[src/rtl/mem_arb_pkg.sv]
// =============================================================================
//  Module      : mem_arb_pkg
//  Description : Shared types and default widths for the I/D memory arbiter.
//  Revision    : 1.0 - initial release
// =============================================================================
`default_nettype none

package mem_arb_pkg;

    localparam int c_DEF_LINE_W = 128;
    localparam int c_DEF_ADDR_W = 26;

    typedef enum logic [1:0] {
        IDLE  = 2'd0,
        ISSUE = 2'd1,
        RESP  = 2'd2
    } arb_state_t;

    typedef enum logic {
        OWN_I = 1'b0,
        OWN_D = 1'b1
    } owner_t;

endpackage

`default_nettype wire

[src/rtl/rr_arb2.sv]
// =============================================================================
//  Module      : rr_arb2
//  Description : Combinational two-way round-robin pick between I and D.
//  Revision    : 1.0 - initial release
// =============================================================================
`default_nettype none

module rr_arb2
    import mem_arb_pkg::*;
(
    input  logic   i_req_i,
    input  logic   i_req_d,
    input  owner_t i_ptr,
    output logic   o_valid,
    output owner_t o_grant
);

    // The pointer only decides ties; a lone requester always wins.
    always_comb begin
        o_valid = i_req_i | i_req_d;
        o_grant = OWN_I;
        if (i_req_i && i_req_d) begin
            o_grant = i_ptr;
        end else if (i_req_d) begin
            o_grant = OWN_D;
        end
    end

endmodule

`default_nettype wire

[src/rtl/imem_dmem_arbiter.sv]
// =============================================================================
//  Module      : imem_dmem_arbiter
//  Description : Serialises I-cache refills and D-cache refills/write-backs onto
//                one memory line port, round-robin, with a sticky timeout flag.
//  Revision    : 1.0 - initial release
// =============================================================================
`default_nettype none

module imem_dmem_arbiter
    import mem_arb_pkg::*;
#(
    parameter int LINE_W  = c_DEF_LINE_W,
    parameter int ADDR_W  = c_DEF_ADDR_W,
    parameter bit FIRST_D = 1'b1,
    parameter int TIMEOUT = 255
) (
    input  logic              clk,
    input  logic              reset,
    input  logic              reqI,
    input  logic [ADDR_W-1:0] addrI,
    input  logic              reqD,
    input  logic              weD,
    input  logic [ADDR_W-1:0] addrD,
    input  logic [LINE_W-1:0] wdataD,
    output logic              readyI,
    output logic              readyD,
    output logic              ackD,
    output logic [LINE_W-1:0] rdata,
    output logic              mem_req,
    output logic              mem_we,
    output logic [ADDR_W-1:0] mem_addr,
    output logic [LINE_W-1:0] mem_wdata,
    input  logic [LINE_W-1:0] mem_rdata,
    input  logic              mem_ready,
    output logic              busy,
    output logic              err
);

    localparam int                 c_CNT_W   = (TIMEOUT < 2) ? 1 : $clog2(TIMEOUT + 1);
    localparam logic [c_CNT_W-1:0] c_CNT_MAX = c_CNT_W'(TIMEOUT);

    arb_state_t          r_state;
    arb_state_t          w_state_next;
    owner_t              r_rr_ptr;
    owner_t              r_owner;
    owner_t              w_grant;
    logic                w_grant_valid;
    logic                r_ready_i;
    logic                r_ready_d;
    logic                r_ack_d;
    logic [LINE_W-1:0]   r_rdata;
    logic                r_mem_req;
    logic                r_mem_we;
    logic [ADDR_W-1:0]   r_mem_addr;
    logic [LINE_W-1:0]   r_mem_wdata;
    logic [c_CNT_W-1:0]  r_cnt;
    logic [c_CNT_W-1:0]  w_cnt_inc;
    logic                r_err;

    rr_arb2 u_rr_arb2 (
        .i_req_i (reqI),
        .i_req_d (reqD),
        .i_ptr   (r_rr_ptr),
        .o_valid (w_grant_valid),
        .o_grant (w_grant)
    );

    always_ff @(posedge clk) begin
        if (!reset) begin
            r_state <= IDLE;
        end else begin
            r_state <= w_state_next;
        end
    end

    // RESP always falls through to IDLE, so a still-held request is not re-granted.
    always_comb begin
        w_state_next = r_state;
        unique case (r_state)
            IDLE:    if (w_grant_valid) w_state_next = ISSUE;
            ISSUE:   if (mem_ready)     w_state_next = RESP;
            RESP:    w_state_next = IDLE;
            default: w_state_next = IDLE;
        endcase
    end

    assign w_cnt_inc = (r_cnt == c_CNT_MAX) ? r_cnt : r_cnt + 1'b1;

    always_ff @(posedge clk) begin
        if (!reset) begin
            r_rr_ptr    <= FIRST_D ? OWN_D : OWN_I;
            r_owner     <= OWN_I;
            r_ready_i   <= 1'b0;
            r_ready_d   <= 1'b0;
            r_ack_d     <= 1'b0;
            r_rdata     <= '0;
            r_mem_req   <= 1'b0;
            r_mem_we    <= 1'b0;
            r_mem_addr  <= '0;
            r_mem_wdata <= '0;
            r_cnt       <= '0;
            r_err       <= 1'b0;
        end else begin
            r_ready_i <= 1'b0;
            r_ready_d <= 1'b0;
            r_ack_d   <= 1'b0;
            unique case (r_state)
                IDLE: begin
                    if (w_grant_valid) begin
                        r_owner     <= w_grant;
                        r_rr_ptr    <= (w_grant == OWN_D) ? OWN_I : OWN_D;
                        r_mem_req   <= 1'b1;
                        r_mem_we    <= (w_grant == OWN_D) && weD;
                        r_mem_addr  <= (w_grant == OWN_D) ? addrD : addrI;
                        r_mem_wdata <= (w_grant == OWN_D) ? wdataD : '0;
                        r_cnt       <= '0;
                    end
                end
                ISSUE: begin
                    if (mem_ready) begin
                        r_mem_req <= 1'b0;
                        if (!r_mem_we) begin
                            r_rdata <= mem_rdata;
                        end
                        r_ready_i <= (r_owner == OWN_I);
                        r_ready_d <= (r_owner == OWN_D) && !r_mem_we;
                        r_ack_d   <= (r_owner == OWN_D) &&  r_mem_we;
                    end else begin
                        // Flag only; the transaction keeps waiting for memory.
                        r_cnt <= w_cnt_inc;
                        if (w_cnt_inc == c_CNT_MAX) begin
                            r_err <= 1'b1;
                        end
                    end
                end
                default: ;
            endcase
        end
    end

    assign readyI    = r_ready_i;
    assign readyD    = r_ready_d;
    assign ackD      = r_ack_d;
    assign rdata     = r_rdata;
    assign mem_req   = r_mem_req;
    assign mem_we    = r_mem_we;
    assign mem_addr  = r_mem_addr;
    assign mem_wdata = r_mem_wdata;
    assign busy      = (r_state != IDLE);
    assign err       = r_err;

endmodule

`default_nettype wire

[config.mk]
export PLATFORM = sky130hd
export DESIGN_NAME = imem_dmem_arbiter
export DESIGN_NICKNAME = d
export VERILOG_FILES = /design/src/rtl/mem_arb_pkg.sv /design/src/rtl/rr_arb2.sv /design/src/rtl/imem_dmem_arbiter.sv
export SDC_FILE = /design/constraint.sdc
export NUM_CORES = 1
export LEC_CHECK = 0
export ABC_CLOCK_PERIOD_IN_PS = 3800
export BUFFER_PORTS_ARGS = -buffer_cell sky130_fd_sc_hd__buf_2
export CAP_MARGIN = 5
export CORE_AREA = 2 2 235 237
export CTS_CLUSTER_DIAMETER = 50
export DETAILED_ROUTE_END_ITERATION = 7
export DIE_AREA = 0 0 237 239
export GPL_TIMING_DRIVEN = 1
export PLACE_DENSITY = 0.47
export SYNTH_ARGS = -nofsm -noshare
export SYNTH_HDL_FRONTEND = slang
export SYNTH_SLANG_ARGS = --single-unit
[constraint.sdc]
create_clock -name clk -period 3.8 [get_ports clk]
set_clock_uncertainty 0.15 [all_clocks]
set_input_delay 0.76 -clock clk [delete_from_list [all_inputs] [get_ports clk]]
set_output_delay 0.76 -clock clk [all_outputs]
set_load 0.01 [all_outputs]
==> impl_metrics.tcl <==
set metrics [dict create \
    synth_warnings 0 \
    setup_ws_ns 1.15 \
    syn-cell-area_mm2 0.0103 \
    core_mm2 0.0543 \
    cpMaxStageDelayCell "nor2_1" \
    synth_area_per_cell_um2 8.80 \
    layout_common_cells "602 x buf_2, 300 x dfxtp_1, 262 x nand2_1" \
    ctsResizeCount 0 \
    path_max_fanout 5 \
    synthCells 1176 \
    rows 86 \
    cp.required_ns 2.89 \
    grt_start_max_net_pins 115 \
    cts_tree "done" \
    worst_setup_path_end_kind "primary output" \
    hpwl_um 29700 \
    drive_gt1_share_pct 39.5 \
    setup_violations 0 \
    grt.overflow.total 0 \
    htree_levels 2 \
    dieArea_mm2 0.0566 \
    status "finished clean" \
    maxSlewViolCount 0 \
    clkLatencyLatePin_ns 0.55 \
    power_leakage_uw 0.00718 \
    first_pass_iters 8 \
    fin_crit_ns 2.65 \
    fill_cells 5917 \
    routed_wl_um 41000 \
    synth_seq_cells 300 \
    ys_types 40 \
    layout_commonest_cell "buf_2" \
    drc 0 \
    finalCritPeriodShare_pct 69.7 \
    grt_use_total_pct 13.6 \
    tightestPinTransition_ns 0.796 \
    fmax_mhz 377 \
    holdCritPathClass "primary input to register" \
    die_width_um 237 \
    die_h_um 239 \
    rsz0062_at_grt "false" \
    root_buffer "clkbuf_16" \
    grt_pass1_vias 10403 \
    clkTransAtPathRegs_ns 0.06 \
    startpoint_type "register" \
    cap_violations 0 \
    io_buffers 602 \
    clockBufferDepth 3 \
    fin_nets 2056 \
    postCtsHoldBufs 0 \
    cts_sinks 300 \
    relSlewSlack_pct 47.0 \
    cp_cell_sequence "nor2_1, inv_1, buf_2" \
    grt_pass1_wl_um 60200 \
    syn-num-nets 1491 \
    antenna_found_initial 9 \
    drt_iter0_markers 529 \
    ys_seq_area_share_pct 58.0 \
    drtAntennaViolNets 0 \
    place.gp.congestion 0.789 \
    criticalPathCategory "register to primary output" \
    cts_made_buffers 45 \
    route.vias.total 10706 \
    power.density_mw_per_mm2 554 \
    arrival_ns 1.74 \
    hold_violations 0 \
    postCtsSetupRepairBufs 0 \
    setup_tns_ns 0 \
    area_growth_pct 50.8 \
    initial_core_util_pct 19.0 \
    post-place-ws_ns 1.20 \
    wl_per_cell_um 16.5 \
    critical-path-max-stage-delay_ns 0.57 \
    ios 603 \
    vdd.ir_drop.worst_mv 0.326 \
    post_drt_via_cell_ratio 4.31 \
]
sequential cells by signal (all words and copies together) (netlist names):
register	flops
mem_wdata	128
rdata	128
mem_addr	26
r_cnt	8
r_state	2
ackD	1
err	1
mem_req	1
mem_we	1
r_owner	1
r_rr_ptr	1
readyD	1
readyI	1
per-stage QoR:
| step | power, uW | util, % | hold WS [ns] | instance area (um2) | instances |
|---|---|---|---|---|---|
| global placement | 4520 | 25.9 | 0.289 | 14000 | 2398 |
| global route | 9060 | 28.7 | 0.246 | 15600 | 2486 |
| floorplan | 4010 | - | 0.267 | 10300 | 1176 |
| CTS | 8820 | 28.7 | 0.228 | 15600 | 2480 |
| detailed placement | 4530 | 25.9 | 0.293 | 14000 | 2398 |
| finish | 8640 | 28.7 | 0.289 | 15600 | 2486 |
worst max-delay path: cells and delay by family, from the launching register on:
kind	cells	cell delay [ns]
AND/OR/NAND/NOR	1	0.57
flip-flops	1	0.33
buffers and inverters	2	0.28
metal layers:
| layer | global-route usage (%) | vias up | routed length, um |
|---|---|---|---|
| met3 | 5.84 | 74 | 4310 |
| met4 | 5.16 | 4 | 1140 |
| met5 | 0 | - | 30 |
| li1 | - | 5199 | - |
| met1 | 15.3 | 4954 | 16000 |
| met2 | 22.9 | 475 | 19500 |
synth_stat cells (all sizes together):
cell,count,area share (%)
a211o,1,0.085
nand4,3,0.18
nand3b,1,0.073
nor3b,2,0.19
or2,2,0.12
o2111ai,1,0.085
a32o,1,0.097
nand2,263,9.5
nand2b,1,0.061
buf,64,3.1
nor2,164,5.9
and2,1,0.061
a21oi,137,6.6
or3,1,0.061
nor4,2,0.12
o21ai,8,0.39
a211oi,1,0.073
mux2i,1,0.097
a222oi,26,2.5
dfxtp,300,58
inv,4,0.15
nor2b,1,0.061
o311ai,1,0.085
xor2,1,0.085
nor3,7,0.34
or3b,2,0.17
nand3,4,0.19
a22oi,129,9.4
a31oi,2,0.12
ha,1,0.12
o211ai,2,0.15
and3,4,0.24
and4,1,0.085
clkbuf,37,1.4
power by group:
part | internal, uW | switching [uW]
registers | 3330 | 94.6
clock network | 2630 | 1570
logic | 417 | 608
area by class of cell:
cell class | count | area, um2 | share of cell area (%)
inverter | 4 | 22.5 | 0.144
sequential | 300 | 6010 | 38.5
multi-input combinational | 771 | 3880 | 24.9
clock buffer | 59 | 1250 | 8.01
tap | 704 | 881 | 5.65
antenna | 6 | 15.0 | 0.0963
clock inverter | 23 | 287 | 1.84
timing repair buffer | 619 | 3250 | 20.9
kinds of logic (layout without fill, tap and decap cells):
group | count (synthesis) | after routing | share of synthesized area [%]
multiplexers | 1 | 1 | 0.0968
AO/OA/AOI/OAI | 309 | 309 | 19.6
other | 0 | 6 | 0
buffers and inverters | 105 | 705 | 4.62
XOR/XNOR | 1 | 1 | 0.0847
AND/OR/NAND/NOR | 459 | 459 | 17.5
flip-flops | 300 | 300 | 58.0
adder cells (fa/ha/maj) | 1 | 1 | 0.121
worst paths after layout:
kind | startpoint | endpoint | slack, ns | depth (start not counted)
min reg2reg | rdata[61] | rdata[61] | 0.30 | 2
max reg2reg | r_state[1] | mem_addr[11] | 1.38 | 5
min | mem_rdata[64] | rdata[64] | 0.29 | 3
max | r_state[1] | busy | 1.15 | 3
No activity file was read; power rests on OpenSTA's default activity.
